File: src/rtl/fib_capture_pkg.sv
// rtl/fib_capture_pkg.sv - register map and field positions for fib_capture
// Purpose: shared register offsets, CTRL/STATUS bit indices and WRAPCNT width.
// Ports: none (package).
package fib_capture_pkg;

  // Register index taken from wbs_adr_i[3:2]
  localparam logic [1:0] REG_CTRL    = 2'd0;
  localparam logic [1:0] REG_STATUS  = 2'd1;
  localparam logic [1:0] REG_DATA    = 2'd2;
  localparam logic [1:0] REG_WRAPCNT = 2'd3;

  // CTRL bits
  localparam int CTRL_ARM    = 0;
  localparam int CTRL_IRQ_EN = 1;
  localparam int CTRL_CLEAR  = 2;

  // STATUS bits; count occupies [7:0]
  localparam int STAT_FULL  = 8;
  localparam int STAT_EMPTY = 9;
  localparam int STAT_WRAP  = 10;

  localparam int WRAPCNT_W = 16;

endpackage

File: src/rtl/sync_fifo.sv
// rtl/sync_fifo.sv - synchronous FIFO with flush, count, full and empty
// Purpose: DEPTH-entry FIFO, head presented combinationally (0 when empty).
// Ports:
//   clk, reset_n        clock, async active-low reset
//   flush_i             empty the FIFO (wins over push/pop)
//   push_i, push_data_i write request and data (ignored when full)
//   pop_i               read request (ignored when empty)
//   head_o              oldest entry, 0 when empty
//   count_o             occupancy 0..DEPTH
//   full_o, empty_o     status flags
module sync_fifo #(
  parameter int WIDTH = 32,
  parameter int DEPTH = 8
) (
  input  logic                     clk,
  input  logic                     reset_n,
  input  logic                     flush_i,
  input  logic                     push_i,
  input  logic [WIDTH-1:0]         push_data_i,
  input  logic                     pop_i,
  output logic [WIDTH-1:0]         head_o,
  output logic [$clog2(DEPTH):0]   count_o,
  output logic                     full_o,
  output logic                     empty_o
);

  localparam int AW = $clog2(DEPTH);

  logic [WIDTH-1:0] mem_q [DEPTH];
  // Extra MSB on each pointer distinguishes full from empty when indices match
  logic [AW:0] wr_ptr_q, wr_ptr_d;
  logic [AW:0] rd_ptr_q, rd_ptr_d;
  logic        do_push, do_pop;

  always_comb begin
    empty_o  = (wr_ptr_q == rd_ptr_q);
    full_o   = (wr_ptr_q[AW] != rd_ptr_q[AW]) && (wr_ptr_q[AW-1:0] == rd_ptr_q[AW-1:0]);
    count_o  = wr_ptr_q - rd_ptr_q;
    do_push  = push_i & ~full_o & ~flush_i;
    do_pop   = pop_i & ~empty_o & ~flush_i;
    wr_ptr_d = wr_ptr_q;
    rd_ptr_d = rd_ptr_q;
    if (flush_i) begin
      wr_ptr_d = '0;
      rd_ptr_d = '0;
    end else begin
      if (do_push) wr_ptr_d = wr_ptr_q + {{AW{1'b0}}, 1'b1};
      if (do_pop)  rd_ptr_d = rd_ptr_q + {{AW{1'b0}}, 1'b1};
    end
    head_o = empty_o ? '0 : mem_q[rd_ptr_q[AW-1:0]];
  end

  always_ff @(posedge clk or negedge reset_n) begin
    if (!reset_n) begin
      wr_ptr_q <= '0;
      rd_ptr_q <= '0;
    end else begin
      wr_ptr_q <= wr_ptr_d;
      rd_ptr_q <= rd_ptr_d;
    end
  end

  // Storage needs no reset: head_o is masked while empty
  always_ff @(posedge clk) begin
    if (do_push) mem_q[wr_ptr_q[AW-1:0]] <= push_data_i;
  end

endmodule

File: src/rtl/fib_capture.sv
// rtl/fib_capture.sv - fibonacci term capture FIFO, wrap detector and Wishbone slave
// Purpose: captures `value` while armed, flags unsigned wrap-around, raises irq,
//          exposes CTRL/STATUS/DATA/WRAPCNT over a Wishbone classic slave.
// Ports:
//   clk, reset_n          clock, async active-low reset
//   value                 fibonacci term, one per clock
//   wbs_stb_i/cyc_i/we_i  Wishbone strobe, cycle, write enable
//   wbs_sel_i             byte selects (only byte 0 matters on writes)
//   wbs_adr_i, wbs_dat_i  address and write data
//   wbs_ack_o, wbs_dat_o  acknowledge and read data (0 outside ack)
//   irq                   registered WRAP & IRQ_EN
module fib_capture
  import fib_capture_pkg::*;
#(
  parameter int          WIDTH     = 32,
  parameter int          DEPTH     = 8,
  parameter logic [31:0] BASE_ADDR = 32'h3000_0000
) (
  input  logic             clk,
  input  logic             reset_n,
  input  logic [WIDTH-1:0] value,
  input  logic             wbs_stb_i,
  input  logic             wbs_cyc_i,
  input  logic             wbs_we_i,
  input  logic [3:0]       wbs_sel_i,
  input  logic [31:0]      wbs_adr_i,
  input  logic [31:0]      wbs_dat_i,
  output logic             wbs_ack_o,
  output logic [31:0]      wbs_dat_o,
  output logic             irq
);

  localparam int CW = $clog2(DEPTH) + 1;

  logic                 ack_q, ack_d;
  logic                 arm_q, arm_d;
  logic                 irq_en_q, irq_en_d;
  logic                 wrap_q, wrap_d;
  logic                 irq_q, irq_d;
  logic                 prev_valid_q, prev_valid_d;
  logic [WIDTH-1:0]     prev_q, prev_d;
  logic [WRAPCNT_W-1:0] wrapcnt_q, wrapcnt_d;

  logic             req, hit, access, ctrl_wr, clear, fifo_pop, wrap_event;
  logic [1:0]       reg_sel;
  logic [31:0]      rdata;
  logic [WIDTH-1:0] fifo_head;
  logic [CW-1:0]    fifo_count;
  logic             fifo_full, fifo_empty;
  logic             unused_bits;

  assign unused_bits = ^{wbs_sel_i[3:1], wbs_adr_i[1:0], wbs_dat_i[31:3]};

  sync_fifo #(.WIDTH(WIDTH), .DEPTH(DEPTH)) u_fifo (
    .clk         (clk),
    .reset_n     (reset_n),
    .flush_i     (clear),
    .push_i      (arm_q),
    .push_data_i (value),
    .pop_i       (fifo_pop),
    .head_o      (fifo_head),
    .count_o     (fifo_count),
    .full_o      (fifo_full),
    .empty_o     (fifo_empty)
  );

  always_comb begin
    req     = wbs_stb_i & wbs_cyc_i;
    // Ack follows a fresh request by one cycle; the ~ack_q term forbids back-to-back acks
    ack_d   = req & ~ack_q;
    hit     = (wbs_adr_i[31:4] == BASE_ADDR[31:4]);
    reg_sel = wbs_adr_i[3:2];
    // Side effects land on the ack cycle while the master still holds the request
    access   = ack_q & req & hit;
    ctrl_wr  = access & wbs_we_i & wbs_sel_i[0] & (reg_sel == REG_CTRL);
    clear    = ctrl_wr & wbs_dat_i[CTRL_CLEAR];
    fifo_pop = access & ~wbs_we_i & (reg_sel == REG_DATA);

    wrap_event = prev_valid_q & (value < prev_q);

    arm_d        = ctrl_wr ? wbs_dat_i[CTRL_ARM]    : arm_q;
    irq_en_d     = ctrl_wr ? wbs_dat_i[CTRL_IRQ_EN] : irq_en_q;
    prev_d       = value;
    prev_valid_d = ~clear;
    wrap_d       = wrap_q | wrap_event;
    wrapcnt_d    = wrapcnt_q;
    if (wrap_event && (wrapcnt_q != {WRAPCNT_W{1'b1}})) wrapcnt_d = wrapcnt_q + 1'b1;
    if (clear) begin
      wrap_d    = 1'b0;
      wrapcnt_d = '0;
    end
    irq_d = wrap_q & irq_en_q;

    rdata = '0;
    if (hit) begin
      case (reg_sel)
        REG_CTRL: begin
          rdata[CTRL_ARM]    = arm_q;
          rdata[CTRL_IRQ_EN] = irq_en_q;
        end
        REG_STATUS: begin
          rdata[7:0]        = 8'(fifo_count);
          rdata[STAT_FULL]  = fifo_full;
          rdata[STAT_EMPTY] = fifo_empty;
          rdata[STAT_WRAP]  = wrap_q;
        end
        REG_DATA:    rdata = 32'(fifo_head);
        default:     rdata = 32'(wrapcnt_q);
      endcase
    end
    wbs_dat_o = ack_q ? rdata : '0;
    wbs_ack_o = ack_q;
    irq       = irq_q;
  end

  always_ff @(posedge clk or negedge reset_n) begin
    if (!reset_n) begin
      ack_q        <= 1'b0;
      arm_q        <= 1'b0;
      irq_en_q     <= 1'b0;
      wrap_q       <= 1'b0;
      irq_q        <= 1'b0;
      prev_valid_q <= 1'b0;
      prev_q       <= '0;
      wrapcnt_q    <= '0;
    end else begin
      ack_q        <= ack_d;
      arm_q        <= arm_d;
      irq_en_q     <= irq_en_d;
      wrap_q       <= wrap_d;
      irq_q        <= irq_d;
      prev_valid_q <= prev_valid_d;
      prev_q       <= prev_d;
      wrapcnt_q    <= wrapcnt_d;
    end
  end

endmodule

File: config.mk
export PLATFORM = sky130hd
export DESIGN_NAME = fib_capture
export DESIGN_NICKNAME = d
export VERILOG_FILES = /design/src/rtl/fib_capture_pkg.sv /design/src/rtl/sync_fifo.sv /design/src/rtl/fib_capture.sv
export SDC_FILE = /design/constraint.sdc
export NUM_CORES = 1
export LEC_CHECK = 0
export CORE_MARGIN = 2
export CORE_UTILIZATION = 45
export CTS_CLUSTER_DIAMETER = 120
export CTS_CLUSTER_SIZE = 28
export DETAILED_ROUTE_END_ITERATION = 8
export GPL_TIMING_DRIVEN = 0
export HOLD_SLACK_MARGIN = 0.02
export PLACE_DENSITY = 0.66
export SETUP_SLACK_MARGIN = 0.15
export SYNTH_ARGS = -nofsm -noshare
export SYNTH_HDL_FRONTEND = slang
export SYNTH_SLANG_ARGS = --single-unit
File: constraint.sdc
create_clock -name clk -period 12 [get_ports clk]
set_clock_uncertainty 0.05 [all_clocks]
set_input_delay 2.4 -clock clk [delete_from_list [all_inputs] [get_ports clk]]
set_output_delay 2.4 -clock clk [all_outputs]
set_load 0.05 [all_outputs]
==> metrics.md, run 1 <==
| Metric | Value |
|---|---|
| Pre-CTS setup slack | `3.91 ns` |
| Register area | `9240 um2` |
| Worst setup path end | `wbs_dat_o[29]` |
| Peak Freq | `124 MHz` |
| Min Hold Slack | `0.412 ns` |
| Die Ht | `177 um` |
| Worst Reg-to-Reg Cells | `13` |
| Worst slew pin tran | `0.923 ns` |
| Drt first-iter violations | `763` |
| Setup_tns | `0 ns` |
| Slew headroom | `38.1%` |
| TritonCTS clock tree | `built` |
| Adder-cell share of the synthesized area | `3.58%` |
| Static Leak | `0.00543 uW` |
| Reg-to-Reg Start | `u_fifo.rd_ptr_q[1]` |
| Gr ovfl total | `0` |
| First-pass GRT wire length | `46.6 mm` |
| Fillers | `2377` |
| Reg2Reg Setup Slack | `7.27 ns` |
| Worst path arrival time | `5.65 ns` |
| Fin crit period | `8.10 ns` |
| Routed WL | `30.4 mm` |
| Fin worst setup slack | `3.90 ns` |
| Vias in the first global route | `7844` |
| Compound-gate portion of the synthesized area | `4.68%` |
| Antenna violations before repair | `1` |
| Yosys reg bits | `318` |
| Antenna cells | `0` |
| Design area | `15800 um2` |
| Row count | `63` |
| Synth unique cells | `55` |
| TritonCTS Buffers | `15` |
| Synth async-reset ratio | `19.5%` |
| Worst min-delay path class | `register to register` |
| Register clock-pin slew on the reported worst setup and hold paths | `0.10 ns` |
| H-tree levels | `1` |
| WS Path Type | `input pin to output port` |
| Clk sink count | `318` |
| Worst Path Max Fanout | `10` |
| Mux share of post-synthesis cell area | `11.2%` |
| Core Region | `29600 um2` |
| ANT nets after route | `0` |
| Die ar. | `31400 um2` |
| Area Growth Syn to Fin | `16.9%` |
| Setup crit start kind | `input pin` |
| CTS root buf | `clkbuf_16` |
| Cell area after synthesis | `13500 um2` |
| Fraction of layout cells with a size suffix above 1 | `14.1%` |
| Setup crit end kind | `output port` |
| Top FF cell, synth | `edfxtp_1` |
| Slew Limit Fails | `0` |
| Peak supply drop | `0.0000719 V` |
| RSZ-0062 raised after global routing | `false` |
| Routed WL per cell | `21.8 um` |
| Area occupied by multi-input gates | `3980 um2` |
| DP Area | `15300 um2` |
| Mapped Nets | `995` |
| # DRC | `0` |
| Vias | `7891` |
| Synth Instances | `852` |
| Max_cap viols | `0` |
| Status | `completed` |
| Net count, final | `1140` |
| Simple-gate portion of the synthesized area | `9.10%` |
| Setup Viol. Count Final | `0` |
| Cts hold-fix bufs | `0` |
| DPL Wire Length | `20.9 mm` |
| Post-synth EDFFs | `256` |
| Largest family of logic cells by synthesized area | `multiplexers` |
| Placed cell count | `1370` |
| GP Congestion | `0.826` |
| Gr usage total | `19.7%` |
| Ports | `139` |
| Sequential area share after synthesis | `68.4%` |
| Most frequent cells in the layout | `edfxtp_1 (256), nand2_1 (111), clkdlybuf4s50_1 (102)` |
| Largest net degree at the start of global routing | `63` |
| Clock insertion delay at the later pin of the skew report | `0.51 ns` |
| Timing startpoint of the critical path | `wbs_adr_i[3]` |
| YS warnings | `0` |
| Die width | `177 um` |
| DR vias/cell | `5.65` |
| Critical Path RT | `9.55 ns` |
| Reg-to-Reg End | `u_fifo.mem_q[6][5]` |
| PostCTS Resize Cnt | `0` |
| First-pass detailed-route iteration total | `5` |
| PwrDens | `120 nW/um2` |
| Final worst-path cycle share | `67.5%` |
| Final Hold Vio Count | `0` |
| Port bufs | `103` |
| Non-Filler Instances | `1396` |
| Post-CTS setup buffer count | `0` |
| Commonest non-fill, non-tap cell in the layout | `edfxtp_1` |
| Starting Density | `45.7%` |
| Max clock buf depth | `3` |
| Mean area per synthesized cell | `15.8 um2` |
| Synth Area in XOR/XNOR | `0.584%` |
## worst min-delay path by stage
stage              start         to  slack (ns)  cells past startpoint
2_1_floorplan     wrap_q     wrap_q        0.43                      2
3_3_place_gp   wbs_ack_o  wbs_ack_o        0.39                      1
3_5_place_dp   wbs_ack_o  wbs_ack_o        0.39                      1
4_1_cts        wbs_ack_o  wbs_ack_o        0.41                      1
5_1_grt        wbs_ack_o  wbs_ack_o        0.46                      1
6_report       wbs_ack_o  wbs_ack_o        0.41                      1
## Yosys cell counts (8+ instances only)
library cell	count	area, um2
edfxtp_1	256	7690
nand2_1	111	417
mux4_2	64	1440
dfrtp_1	62	1550
a21oi_1	43	215
inv_1	39	146
ha_1	37	463
nor2_1	37	139
clkbuf_1	23	86.3
nand4_1	16	100
a22oi_1	12	90.1
nor4_1	11	68.8
and3_1	9	56.3
o21ai_0	9	45.0
or3_1	9	56.3
and2_1	8	50.1
## worst max-delay path: stages
cell	delay, ns
clkdlybuf4s50_1	0.62
inv_1	0.14
a211oi_2	0.38
or3b_1	0.39
buf_4	0.21
clkbuf_1	0.34
a21oi_1	0.29
clkdlybuf4s50_1	0.86
## stage by stage
stage	power [uW]	utilization (%)
after global routing	1970	53.4
final	1900	53.4
after floorplan	1290	-
after CTS	1920	53.4
after global placement	1350	50.8
after detailed placement	1350	51.9
## cell families (layout without fill, tap and decap cells)
group,after synthesis,in the layout
muxes,71,71
AOI/OAI and AO/OA,95,95
xor gates and xnor gates,9,9
and+or+nand+nor,244,244
buffers and inverters,77,231
DFF,318,318
adders and majority gates,38,38
## power by group
part	switching, uW	total, uW	internal (uW)
Sequential	13.7	1220	1210
Combinational	57.8	105	47.7
Clock	331	575	245
Total	402	1900	1500
## layer usage
layer | up-vias | GRT usage, % | part of all wire, %
li1 | 3572 | - | -
met1 | 4036 | 28.2 | 45
met2 | 250 | 32.6 | 48
met3 | 31 | 2.68 | 6.0
met4 | 2 | 3.99 | 1.4
met5 | - | 0 | 0.036
## area by class of cell
cell class,count,share of cell area [%]
buffer,38,1.13
clock buffer,24,2.59
clock inverter,2,0.182
inverter,39,0.928
multi-input combinational,457,25.2
sequential,318,58.5
tap,390,3.09
timing repair buffer,128,8.30
## registers in the layout, indices dropped and copies added, names as in the netlist
name / cells
u_fifo.wr_ptr_q: 4
u_fifo.mem_q: 256
wrapcnt_q: 16
wbs_ack_o: 1
wrap_q: 1
u_fifo.rd_ptr_q: 4
irq: 1
prev_valid_q: 1
irq_en_q: 1
prev_q: 32
arm_q: 1
(Power assumes the default switching activity.)
==> run 2, diff against run 1 <==
clock period = 7.5 ns   (was 12 ns; I/O delays follow)
==> results of run 2 <==
Same layout as run 1 (identical final DEF). Status: completed.
Among the figures that moved: setup slack after placement 3.91 ns -> 0.949 ns; clock-pin slew on the worst setup and hold paths 0.10 ns -> 0.12 ns; setup slack after layout 3.90 ns -> 0.443 ns; start point of the critical path wbs_adr_i[3] -> u_fifo.rd_ptr_q[1]; register-to-register setup slack 7.27 ns -> 2.77 ns; total power 1900 uW -> 3040 uW; worst IR drop on VDD 0.0000719 V -> 0.000115 V
==> run 3, diff against run 2 <==
TNS_END_PERCENT = 20   (was default)
==> results of run 3 <==
Same layout as run 1 (identical final DEF). Status: completed.
Among the figures that moved: setup slack after placement 3.91 ns -> 0.949 ns; clock-pin slew on the worst setup and hold paths 0.10 ns -> 0.12 ns; setup slack after layout 3.90 ns -> 0.443 ns; start point of the critical path wbs_adr_i[3] -> u_fifo.rd_ptr_q[1]; register-to-register setup slack 7.27 ns -> 2.77 ns; total power 1900 uW -> 3040 uW; worst IR drop on VDD 0.0000719 V -> 0.000115 V
